--- src/rtl/ntt_pkg.sv ---
// Shared types for the radix-2 NTT sequencer:
// state encoding and butterfly address helper.
package ntt_pkg;

  localparam logic [1:0] ST_IDLE  = 2'd0;
  localparam logic [1:0] ST_ISSUE = 2'd1;
  localparam logic [1:0] ST_DRAIN = 2'd2;
  localparam logic [1:0] ST_DONE  = 2'd3;

  typedef enum logic [1:0] {
    S_IDLE  = ST_IDLE,
    S_ISSUE = ST_ISSUE,
    S_DRAIN = ST_DRAIN,
    S_DONE  = ST_DONE
  } state_e;

  localparam int MAX_LOG_N = 12;

  typedef struct packed {
    logic [MAX_LOG_N-1:0] a;
    logic [MAX_LOG_N-1:0] b;
    logic [MAX_LOG_N-1:0] tw;
  } bfly_addr_t;

  // Butterfly j of stage s: upper/lower leg
  // addresses and twiddle index.
  function automatic bfly_addr_t bfly_addr(
    input int unsigned s,
    input int unsigned j,
    input int unsigned log_n
  );
    int unsigned half;
    int unsigned grp;
    int unsigned k;
    int unsigned a;
    bfly_addr_t  r;
    half = 32'd1 << s;
    grp  = j >> s;
    k    = j & (half - 32'd1);
    a    = (grp << (s + 32'd1)) + k;
    r.a  = MAX_LOG_N'(a);
    r.b  = MAX_LOG_N'(a + half);
    r.tw = MAX_LOG_N'(k << (log_n - 32'd1 - s));
    return r;
  endfunction

endpackage

--- src/rtl/ntt_delay_line.sv ---
// Resettable DEPTH-stage shift register.
// Ports: clk, rst (async high), d_i in, q_o tail.
module ntt_delay_line #(
  parameter int WIDTH = 8,
  parameter int DEPTH = 4
) (
  input  logic             clk,
  input  logic             rst,
  input  logic [WIDTH-1:0] d_i,
  output logic [WIDTH-1:0] q_o
);

  logic [WIDTH-1:0] sr_q [DEPTH];

  always_ff @(posedge clk or posedge rst) begin
    if (rst) begin
      for (int i = 0; i < DEPTH; i++) begin
        sr_q[i] <= '0;
      end
    end else begin
      sr_q[0] <= d_i;
      for (int i = 1; i < DEPTH; i++) begin
        sr_q[i] <= sr_q[i-1];
      end
    end
  end

  assign q_o = sr_q[DEPTH-1];

endmodule

--- src/rtl/ntt_radix2_ctrl.sv ---
// Radix-2 in-place NTT sequencer: issues
// butterfly read/twiddle addresses stage by
// stage, drains the datapath between stages
// and delays addresses for write-back.
// Ports: clk, rst (async high), start, hold
// in; busy, done, stage, rd_*, tw_addr,
// wr_* out (all registered).
module ntt_radix2_ctrl
  import ntt_pkg::*;
#(
  parameter int LOG_N    = 8,
  parameter int PIPE_LAT = 4
) (
  input  logic                     clk,
  input  logic                     rst,
  input  logic                     start,
  input  logic                     hold,
  output logic                     busy,
  output logic                     done,
  output logic [$clog2(LOG_N)-1:0] stage,
  output logic                     rd_en,
  output logic [LOG_N-1:0]         rd_addr_a,
  output logic [LOG_N-1:0]         rd_addr_b,
  output logic [LOG_N-2:0]         tw_addr,
  output logic                     wr_en,
  output logic [LOG_N-1:0]         wr_addr_a,
  output logic [LOG_N-1:0]         wr_addr_b
);

  localparam int SW = $clog2(LOG_N);
  localparam int JW = LOG_N - 1;
  localparam int DW = 2 * LOG_N + 1;

  localparam logic [JW-1:0] J_LAST = '1;
  localparam logic [SW-1:0] S_LAST =
    SW'(LOG_N - 1);
  localparam logic [3:0] DRAIN_INIT =
    4'(PIPE_LAT - 1);

  state_e          state_q;
  logic [SW-1:0]   s_q;
  logic [JW-1:0]   j_q;
  logic [3:0]      cnt_q;
  logic            busy_q;
  logic            done_q;
  logic            rd_en_q;
  logic [LOG_N-1:0] rd_a_q;
  logic [LOG_N-1:0] rd_b_q;
  logic [JW-1:0]   tw_q;

  bfly_addr_t       addr_d;
  logic [LOG_N-1:0] rd_a_d;
  logic [LOG_N-1:0] rd_b_d;
  logic [JW-1:0]    tw_d;
  logic             unused_addr_bits;

  always_comb begin
    addr_d = bfly_addr(32'(s_q), 32'(j_q),
                       32'(LOG_N));
    rd_a_d = addr_d.a[LOG_N-1:0];
    rd_b_d = addr_d.b[LOG_N-1:0];
    tw_d   = addr_d.tw[JW-1:0];
  end

  assign unused_addr_bits = ^addr_d;

  // busy lags state by one edge so it rises
  // together with the first issue strobe.
  always_ff @(posedge clk or posedge rst) begin
    if (rst) begin
      state_q <= S_IDLE;
      s_q     <= '0;
      j_q     <= '0;
      cnt_q   <= '0;
      busy_q  <= 1'b0;
      done_q  <= 1'b0;
      rd_en_q <= 1'b0;
      rd_a_q  <= '0;
      rd_b_q  <= '0;
      tw_q    <= '0;
    end else begin
      busy_q  <= (state_q != S_IDLE);
      done_q  <= 1'b0;
      rd_en_q <= 1'b0;
      unique case (state_q)
        S_IDLE: begin
          if (start) begin
            s_q     <= '0;
            j_q     <= '0;
            state_q <= S_ISSUE;
          end
        end
        S_ISSUE: begin
          if (!hold) begin
            rd_en_q <= 1'b1;
            rd_a_q  <= rd_a_d;
            rd_b_q  <= rd_b_d;
            tw_q    <= tw_d;
            j_q     <= j_q + JW'(1);
            if (j_q == J_LAST) begin
              cnt_q   <= DRAIN_INIT;
              state_q <= S_DRAIN;
            end
          end
        end
        S_DRAIN: begin
          if (cnt_q != 4'd0) begin
            cnt_q <= cnt_q - 4'd1;
          end else if (s_q == S_LAST) begin
            state_q <= S_DONE;
          end else begin
            s_q     <= s_q + SW'(1);
            j_q     <= '0;
            state_q <= S_ISSUE;
          end
        end
        S_DONE: begin
          done_q  <= 1'b1;
          state_q <= S_IDLE;
        end
      endcase
    end
  end

  logic [DW-1:0] wb_d;
  logic [DW-1:0] wb_q;

  assign wb_d = {rd_en_q, rd_a_q, rd_b_q};

  ntt_delay_line #(
    .WIDTH (DW),
    .DEPTH (PIPE_LAT)
  ) u_wb_dly (
    .clk (clk),
    .rst (rst),
    .d_i (wb_d),
    .q_o (wb_q)
  );

  assign busy      = busy_q;
  assign done      = done_q;
  assign stage     = s_q;
  assign rd_en     = rd_en_q;
  assign rd_addr_a = rd_a_q;
  assign rd_addr_b = rd_b_q;
  assign tw_addr   = tw_q;
  assign wr_en     = wb_q[DW-1];
  assign wr_addr_a = wb_q[2*LOG_N-1:LOG_N];
  assign wr_addr_b = wb_q[LOG_N-1:0];

endmodule

--- config.mk ---
export PLATFORM = sky130hd
export DESIGN_NAME = ntt_radix2_ctrl
export DESIGN_NICKNAME = d
export VERILOG_FILES = /design/src/rtl/ntt_pkg.sv /design/src/rtl/ntt_delay_line.sv /design/src/rtl/ntt_radix2_ctrl.sv
export SDC_FILE = /design/constraint.sdc
export NUM_CORES = 1
export LEC_CHECK = 0
export ABC_AREA = 1
export BUFFER_PORTS_ARGS = -buffer_cell sky130_fd_sc_hd__buf_4
export CAP_MARGIN = 20
export CORE_MARGIN = 10
export CORE_UTILIZATION = 40
export DETAILED_ROUTE_END_ITERATION = 8
export PLACE_DENSITY = 0.69
export SYNTH_ARGS = -nofsm -noshare
export SYNTH_HDL_FRONTEND = slang
export SYNTH_SLANG_ARGS = --single-unit
--- constraint.sdc ---
create_clock -name clk -period 7.6 [get_ports clk]
set_input_delay 0.38 -clock clk [delete_from_list [all_inputs] [get_ports clk]]
set_output_delay 0.38 -clock clk [all_outputs]
set_load 0.05 [all_outputs]
# --- Yosys cells after proc, flatten, opt, wreduce, memory -nomap -nowiden ---
# Cells that the tools add are included.
totals:
  output_inout_bits: 46
  register_bits: 110
  input_bits: 4
  word_cells: 72
classes:
  eq_ne: 11
  bitwise_logic: 2
  n_mux: 22
  shifts: 4
  n_addsub: 8
  n_reduce_logical: 11
op_table:
  columns: ["op", "count"]
  rows:
  - ["$and A7 B32 Y32", 1]
  - ["$shl A1 B3 Y32 const A", 1]
  - ["$shl A32 B32 Y7", 1]
  - ["$shl A32 B4 Y8", 1]
  - ["$shr A7 B3 Y32", 1]
  - ["$sub A32 B1 Y32 const B", 1]
  - ["$mux W7", 4]
  - ["$pmux W7 S3", 1]
  - ["$add A8 B8 Y8", 2]
  - ["$mux W4", 3]
  - ["$ne A2 B2 Y1 const B", 6]
  - ["$reduce_and A4 Y1", 3]
  - ["$mux W2", 5]
  - ["$mux W3", 3]
  - ["$pmux W2 S4", 1]
  - ["$pmux W4 S2", 1]
  - ["$add A7 B1 Y7 const B", 1]
  - ["$eq A7 B7 Y1 const B", 1]
  - ["$pmux W3 S2", 1]
  - ["$reduce_bool A2 Y1", 3]
  - ["$reduce_and A5 Y1", 1]
  - ["$add A3 B1 Y4 const B", 1]
  - ["$eq A2 B2 Y1 const B", 2]
  - ["$reduce_bool A4 Y1", 1]
  - ["other kinds (10)", 12]

# --- Logic depth before layout (Yosys ltp) ---
depth:
  ltp_word: 5
  ltp_mapped: 31
  mapped_depth_nobuf: 30

# --- Modules after synthesis ---
# A second synthesis with hierarchy kept.
hier_totals:
  hier_cells: 509
  area_unflattened_um2: 4947.2
modules_own_cells:
  columns: ["mod", "instances", "area_each_um2", "cells_per_inst", "seq_area_each_um2"]
  rows:
  - ["ntt_radix2_ctrl", 1, 3114.2, 423, 1051.0]
  - ["ntt_delay_line", 1, 1833.0, 86, 1701.6]

# --- Worst setup path before layout ---
# Ideal clock, no wire load.
synth_path:
  path_type: "flip-flop to flip-flop"
  start: "register s_q[0] (netlist: stage[0])"
  end: "register rd_b_q[7] (netlist: rd_addr_b[7])"
  synth_period_minus_slack_ns: 4.154
  arrival_time_ns: 4.036
  setup_ns: 0.118
  path_stages_with_launch: 26
  required_ns: 7.482
  path_slack_ns: 3.446
  n_path_buf: 2
  cell_sequence: "dfrtp_1 buf_6 inv_4 buf_4 ha_1 clkinv_1 nand3_2 a21oi_1 ha_1 nand2_1 nor2_1 a211oi_1 nor2_1 o21ai_0 nand2_1 xor2_1 inv_1 ha_1 inv_1 nor3_1 nand2_1 nand3_1 xor2_1 nand3_1 nand3_1 nand2_1"
synth_lines:
  columns: ["item", "line_no", "rtl"]
  rows:
  - ["from (decl)", "ntt_radix2_ctrl.sv:41", "logic [SW-1:0] s_q;"]
  - ["from (signal assigned)", "ntt_radix2_ctrl.sv:112", "s_q <= s_q + SW'(1);"]
  - ["to (signal assigned)", "ntt_radix2_ctrl.sv:97", "rd_b_q <= rd_b_d;"]
  - ["to (decl)", "ntt_radix2_ctrl.sv:48", "logic [LOG_N-1:0] rd_b_q;"]

==> metrics.csv <==
metric,value,unit
arrival,5120,ps
cts_buffers,9,
globalRouteMet3Util,2.97,%
port_buffers,49,
clock-sinks,110,
dp_hpwl,7.81,mm
cts_resized,0,
power.density,459,nW/µm²
via_count,3503,
synth.mux.area_fraction,0,%
tightest_slew,904,ps
holdBufCountCts,0,
dieArea,17500,µm²
critPathKind,flop to flop,
critical_path.max_fanout,28,
irDropWorstVdd,0.125,mV
fmax,206,MHz
root_buffer,clkbuf_16,
endpoint_kind,flop,
leakage,0.00293,µW
first_global_vias,3471,
gr-usage-all-layers,11.9,%
finalHoldViolCount,0,
syn_inst,515,
required,7880,ps
synth-edff-count,0,
slew_headroom,39.7,%
cts.reportedPaths.clkPinSlew,70,ps
areaGrowthSynthToFinish,13.4,%
insertion_delay,340,ps
synth.avg_cell_area,9.81,µm²
setup-violations-final,0,
total_power,2630,µW
diodes,0,
dr.pass1.iters,4,
grt_overflow,0,
wirelength,10.3,mm
coreArea,12200,µm²
drt-vias-per-instance,4.85,
synth-compound-area-share,9.24,%
synthXorXnorAreaFrac,1.73,%
finClkSkew,6.64,ps
async_flop_share,100,%
synth_top_family_by_area,simple AND/OR/NAND/NOR gates,
drive_gt1_share,19.9,%
synth_adder_area_share,6.49,%
synth_fp_nets,544,
gr-max-usage-layer,met2,
cts_tree,yes,
die_y,132,µm
cts_setup_buffers,0,
synthSimpleGateAreaFrac,19.1,%
antenna_found_initial,0,
grt_max_degree,60,
drv_slew,0,
grt_use_met2,20.0,%
avgRoutedWirePerCell,14.3,µm
die_w,132,µm
postRouteAntennaNets,0,
cap_violations,0,
yosys_warnings,0,
syn_area,5050,µm²
timing.final.ws_setup,2750,ps
hp-class,input port to async pin,
clk_path_buf_depth,2,
status,"finished, final reports clean",
use_met1,14.3,%
synthFlopType,dfrtp_1,
nNetsFinal,578,
design_area,5730,µm²
grt_pass1_wl,17.3,mm
initial_core_util,41.4,%
ff_latch_area,2750,µm²
grt_setup_unrepaired,false,
ys_seq_area_share,54.5,%
min_period_over_period,63.8,%
r2r_slack,2750,ps
fillers,1196,
ios,50,
drt_iter0_markers,279,
gp_congestion,0.860,
place_ws,2800,ps
multi_input_area,1850,µm²
synth-seq-cells,110,
cp-start-kind,flop,
h-tree-depth,3,
rows,40,
synth_cell_type_count,41,
tns,0,ps
finalCriticalPeriod,4850,ps
postPlaceCellArea,5440,µm²
drc,0,
[sequential cells by signal, indices dropped and copies added (netlist names), 3 cells and up]
signal	count
rd_addr_b	8
u_wb_dly.q_o	17
rd_addr_a	8
tw_addr	7
u_wb_dly.sr_q	51
j_q	7
stage	3
cnt_q	4
[metrics by stage]
step,cells,util [%],hold WS [ps]
final,722,46.9,132
after global routing,722,46.9,175
after CTS,722,46.9,139
after detailed placement,706,44.5,335
after global placement,706,44.5,331
after floorplan,515,-,331
[power breakdown]
part,internal [µW],switching (µW)
sequential,799,120
clock,243,202
combinational,381,884
[layer usage]
layer,wire length (µm),vias to the layer above
met5,0,-
met4,276,0
met3,472,18
met2,5010,81
met1,4540,1677
li1,-,1727
[logic make-up after synthesis]
family | Yosys count
adder cells (fa/ha/maj) | 25
buffers and inverters | 92
AO/OA/AOI/OAI | 79
AND/OR/NAND/NOR | 199
XOR/XNOR | 10
flip-flops | 110
[worst paths after layout]
kind	start	to	cells past startpoint
max	stage[0]$_DFFE_PP0P_	rd_addr_b[7]$_DFFE_PP0P_	24
min	rst	u_wb_dly.sr_q[33]$_DFF_PP0_	2
max reg2reg	stage[0]$_DFFE_PP0P_	rd_addr_b[7]$_DFFE_PP0P_	24
min reg2reg	u_wb_dly.sr_q[40]$_DFF_PP0_	u_wb_dly.sr_q[23]$_DFF_PP0_	0
max in group asynchronous	rst	u_wb_dly.sr_q[65]$_DFF_PP0_	3
min in group clk	hold	rd_en$_DFF_PP0_	2
[critical path, stage by stage, from the launching register on]
cell      delay [ps]
dfrtp_1          940
inv_4            230
ha_1             500
clkinv_1         300
nand3_2          180
a21oi_1          100
ha_1             330
nand2_1           70
nor2_1            40
a211oi_1         300
nor2_1            70
o21ai_0          140
nand2_1           80
xor2_1           170
inv_1             70
ha_1             320
inv_1             70
nor3_1           190
nand2_1           70
nand3_1          110
xor2_1           200
inv_1             60
nand3_1           80
nand3_1           80
nand2_1           70
[synth_stat cells (all sizes together), types with 6 or more instances]
cell	count	share of area, %
a21oi	18	1.9
dfrtp	110	54
inv	64	4.9
nand2	115	9.1
ha	23	5.7
o22ai	6	0.74
xor2	8	1.4
o21ai	39	4.2
buf	23	3.7
a31oi	6	0.74
nor2	31	3.3
nor3	8	0.99
nand3	38	4.7
[cells in the final DEF (no fill, tap or decap), types with 5 or more instances in the layout]
master     count
a21oi_1       17
a31oi_1        6
buf_4         50
clkbuf_16      9
dfrtp_1      110
ha_1          23
inv_1         54
inv_2          6
nand2_1      108
nand2_2        5
nand3_1       30
nand3_2        7
nor2_1        21
nor2_2         5
nor2_4         5
nor3_1         6
o21ai_0       33
o22ai_1        6
xor2_1         8
[layout make-up]
class | instances | area share, %
clock buffer | 11 | 4.41
tap | 168 | 3.67
timing repair buffer | 50 | 6.55
sequential | 110 | 48.0
multi-input combinational | 313 | 32.2
clock inverter | 5 | 0.699
inverter | 65 | 4.43
No activity file was read; power rests on OpenSTA's default activity.
